[config.mk]
export PLATFORM = sky130hd
export DESIGN_NAME = rf_wr_arb
export DESIGN_NICKNAME = d
export VERILOG_FILES = /design/src/rtl/rf_wr_arb_pkg.sv /design/src/rtl/rf_wr_arb_rr_arb2.sv /design/src/rtl/rf_wr_arb.sv
export SDC_FILE = /design/constraint.sdc
export NUM_CORES = 1
export LEC_CHECK = 0
export ABC_AREA = 1
export BUFFER_PORTS_ARGS = -buffer_cell sky130_fd_sc_hd__buf_2
export CAP_MARGIN = 25
export CORE_MARGIN = 2
export CORE_UTILIZATION = 47
export CTS_CLUSTER_DIAMETER = 80
export DETAILED_ROUTE_END_ITERATION = 8
export GPL_TIMING_DRIVEN = 0
export MAX_ROUTING_LAYER = met4
export PLACE_DENSITY = 0.84
export SYNTH_ARGS = -nofsm -noshare
export SYNTH_HDL_FRONTEND = slang
export SYNTH_SLANG_ARGS = --single-unit
[constraint.sdc]
create_clock -name clk -period 2.93 [get_ports clk]
set_input_delay 0.1465 -clock clk [delete_from_list [all_inputs] [get_ports clk]]
set_output_delay 0.1465 -clock clk [all_outputs]
set_load 0.1 [all_outputs]
[src/rtl/rf_wr_arb_pkg.sv]
// Shared widths and grant encodings for the register-file write-port arbiter.
package rf_wr_arb_pkg;

    localparam int DEFAULT_DATA_W = 16;
    localparam int DEFAULT_ADDR_W = 3;

    localparam logic GNT_REQ0 = 1'b0;
    localparam logic GNT_REQ1 = 1'b1;

endpackage

[src/rtl/rf_wr_arb_rr_arb2.sv]
// Two-way round-robin grant: a lone requester always wins, a conflict goes to
// the requester that was not granted last. Purely combinational.
module rr_arb2
    import rf_wr_arb_pkg::*;
(
    input  logic [1:0] reqValid,
    input  logic       stall,
    input  logic       lastGnt,
    output logic [1:0] gnt
);

    logic conflict;

    assign conflict = reqValid[0] & reqValid[1];

    always_comb begin
        // NOTE: default every output first so no path through this block infers a latch.
        gnt = 2'b00;
        if (!stall) begin
            if (conflict) begin
                gnt[0] = (lastGnt == GNT_REQ1);
                gnt[1] = (lastGnt == GNT_REQ0);
            end else begin
                gnt = reqValid;
            end
        end
    end

endmodule

[src/rtl/rf_wr_arb.sv]
// Arbitrates the single register-file write port between writeback (req0) and
// the multicycle unit (req1); the winning write is registered onto wr_*.
module rf_wr_arb
    import rf_wr_arb_pkg::*;
#(
    parameter int DATA_W = DEFAULT_DATA_W,
    parameter int ADDR_W = DEFAULT_ADDR_W
) (
    input  logic              clk,
    input  logic              rst,
    input  logic              stall,
    input  logic              req0_valid,
    input  logic [ADDR_W-1:0] req0_addr,
    input  logic [DATA_W-1:0] req0_data,
    output logic              req0_ready,
    input  logic              req1_valid,
    input  logic [ADDR_W-1:0] req1_addr,
    input  logic [DATA_W-1:0] req1_data,
    output logic              req1_ready,
    output logic              wr_en,
    output logic [ADDR_W-1:0] wr_addr,
    output logic [DATA_W-1:0] wr_data,
    output logic              last_gnt
);

    logic [1:0] gnt;
    logic       xfer;

    rr_arb2 uArb (
        .reqValid ({req1_valid, req0_valid}),
        .stall    (stall),
        .lastGnt  (last_gnt),
        .gnt      (gnt)
    );

    assign req0_ready = gnt[0];
    assign req1_ready = gnt[1];
    // A grant is only ever issued to a valid requester, so any grant is a transfer.
    assign xfer       = |gnt;

    always_ff @(posedge clk or negedge rst) begin
        if (!rst) begin
            wr_en    <= 1'b0;
            wr_addr  <= '0;
            wr_data  <= '0;
            last_gnt <= GNT_REQ1;
        end else begin
            // NOTE: non-blocking assignments so every flop samples pre-edge values.
            wr_en <= xfer;
            if (xfer) begin
                wr_addr  <= gnt[1] ? req1_addr : req0_addr;
                wr_data  <= gnt[1] ? req1_data : req0_data;
                last_gnt <= gnt[1] ? GNT_REQ1 : GNT_REQ0;
            end
        end
    end

endmodule

==> run metrics <==
area of placed instances=~0.0016 sq mm; Hold Path Sink=wr_data[0]; H-tree Lvls=1; top-count cell post-synth=nand2_1; Die W=55.11 um; worst hold slack=135.0 ps; post-synthesis cell type count=15; Leak Pwr=1.081 nW; die area=0.003037 sq mm; Hold Path Origin=req0_data[0]; Clock Root Buffer=clkbuf_4; clk_skew=9.033 ps; I/O Buffers=65; worst setup margin=approximately 1200 ps; first-pass GRT wire length=roughly 4.2 mm; number of synthesized flops with an enable pin=0; TritonRoute pass-1 iters=4; drt total wl=between 2 and 3 mm; top cell type's share of synthesized area=0.4077; Final min period=1710 ps; CTS Buf Count=3; Synth async-reset ratio=1.000; gpl congestion=0.6860; PostCTS Resize Cnt=0; worst skew pair latency=roughly 300 ps; DR vias=1257; Rel. slew slack=0.6726; reg2reg path depth=6; FMAX=584.8 MHz; RSZ-0062 raised after global routing=false; number of synthesis warnings=0; # clock sinks=21; VDD IR max=0.0004006 V; Final setup viols=0; Synth Flop Type=dfrtp_1; Post-DP HPWL=2.114 mm; Setup crit end kind=output port; die height=55.11 um; Max clock buf depth=2; crit-path max FO=10; initial antenna violation count=0; Cell Pwr Density=around 600 mW/mm^2; GRT overflow=0; antenna viol nets, final=0; Hold Crit Class=in -> reg; # rows=18; ant diodes=0; Hold Path Depth=5; synth top area cells=dfrtp_1 41%, nand2_1 18%, nand3_1 15%, inv_1 13%, buf_6 2.8%; initial core utilization=0.4955; worst reg2reg startpoint=last_gnt; Worst Setup Start Kind=flop; Crit Path Class=reg -> out; clk slew on worst S/H paths=~120 ps; Worst Path Required=2780 ps; DRC violations left=0; Post-Synthesis Cells=175; Final Hold Viols=0; Mean Syn Cell Area=7.014 sq um; Post-synth top cells=59 x nand2_1, 41 x inv_1, 38 x nand3_1; Setup TNS=0 ps; GRT Util Overall=0.2009; Syn-to-layout area delta=32.62%; layout cells sized above 1=0.3429; Final #Nets=about 290; Synth Net Count=218; DR iter-0 viols=19; R2R setup slack=1660 ps; number of global-route vias before repair=1014; Final Max Slew Viols=0; status=complete, no violations; period utilisation layout=0.5836; largest net degree at the start of global routing=22; sequential area share after synthesis=0.4292; CTS tree=yes; Reg-to-Reg End=wr_data[3]; post-synth top area cell=dfrtp_1; synthesized area=0.001227 sq mm; Vias/cell=4.571; Core Area=approximately 0.0025 sq mm; Final Cell Area=0.001628 sq mm; average wire per standard cell=9.993 um; Place WS=1557 ps; max cap viols=0; WP data arrival=1560 ps; Slew @ Worst Pin=494.5 ps; IO Pins=66; Synth Register Bits=21
## layer usage
metal	wire [um]	vias up	track usage
met4	29	0	0.06098
li1	-	658	-
met2	1244	59	0.3492
met1	1222	536	0.2431
met3	251	4	0.02688
met5	0	-	-
## worst max path at each step
stage	slack, ps	from	end
floorplan	330	last_gnt	req0_ready
global placement	1580	last_gnt	req1_ready
detailed placement	1560	last_gnt	req1_ready
CTS	1210	last_gnt	req1_ready
global route	1120	last_gnt	req1_ready
finish	1220	last_gnt	req1_ready
## logic make-up (layout without fill, tap and decap cells)
family | Yosys count | in the layout | share of synthesized area
AO/OA/AOI/OAI | 3 | 3 | 0.01528
buffers and inverters | 52 | 122 | 0.1957
AND/OR/NAND/NOR | 99 | 99 | 0.3598
flip-flops | 21 | 21 | 0.4292
## timing repair
| action | CTS | global route |
|---|---|---|
| endpoints found under the hold margin | 20 | 0 |
| setup buffers | 0 | 0 |
| hold buffers | 1 | 0 |
## registers in the layout (all words and copies together), names as in the netlist
name / count
last_gnt: 1
wr_addr: 3
wr_data: 16
wr_en: 1
## final cells by class
cell class / instances / area, sq um
fill: 228 / 849.6
sequential: 21 / 526.8
multi-input combinational: 102 / 460.4
timing repair buffer: 66 / 335.3
inverter: 43 / 161.4
buffer: 9 / 78.83
tap: 30 / 37.54
clock buffer: 3 / 22.52
clock inverter: 1 / 5.005
## power breakdown
part | leakage (nW) | switching [mW] | internal (mW)
clock network | 0.0177 | 0.0847 | 0.0508
registers | 0.254 | 0.0198 | 0.330
logic | 0.810 | 0.407 | 0.0930
## critical path: stages (launching register included)
cell	delay, ps
dfstp_2	570
nand2_1	70
nand3_2	70
buf_2	210
inv_1	50
buf_2	290
## placed cells by master (no fill, tap or decap)
| master | Yosys | final |
|---|---|---|
| inv_1 | 41 | 41 |
| buf_2 | 3 | 68 |
| dfrtp_1 | 20 | 20 |
| dfstp_2 | 1 | 1 |
| dlygate4sd3_1 | 0 | 1 |
| buf_4 | 2 | 2 |
| o21ai_2 | 1 | 1 |
| a21oi_1 | 1 | 1 |
| o21ai_0 | 1 | 1 |
| nor2_8 | 1 | 1 |
| nand2_1 | 59 | 59 |
| buf_6 | 3 | 3 |
| nand3_1 | 38 | 38 |
| clkbuf_4 | 0 | 3 |
| buf_8 | 1 | 1 |
| nand3_2 | 1 | 1 |
| clkinv_2 | 0 | 1 |
| inv_2 | 2 | 2 |
## through the flow
stage / power [mW] / cells / util
global placement: 0.8527 / 270 / 0.6419
finish: 0.9854 / 275 / 0.6571
global route: 1.033 / 275 / 0.6571
CTS: 0.9940 / 275 / 0.6571
floorplan: 0.7548 / 175 / -
detailed placement: 0.8561 / 270 / 0.6419
Power figures use the tool's default switching activity.
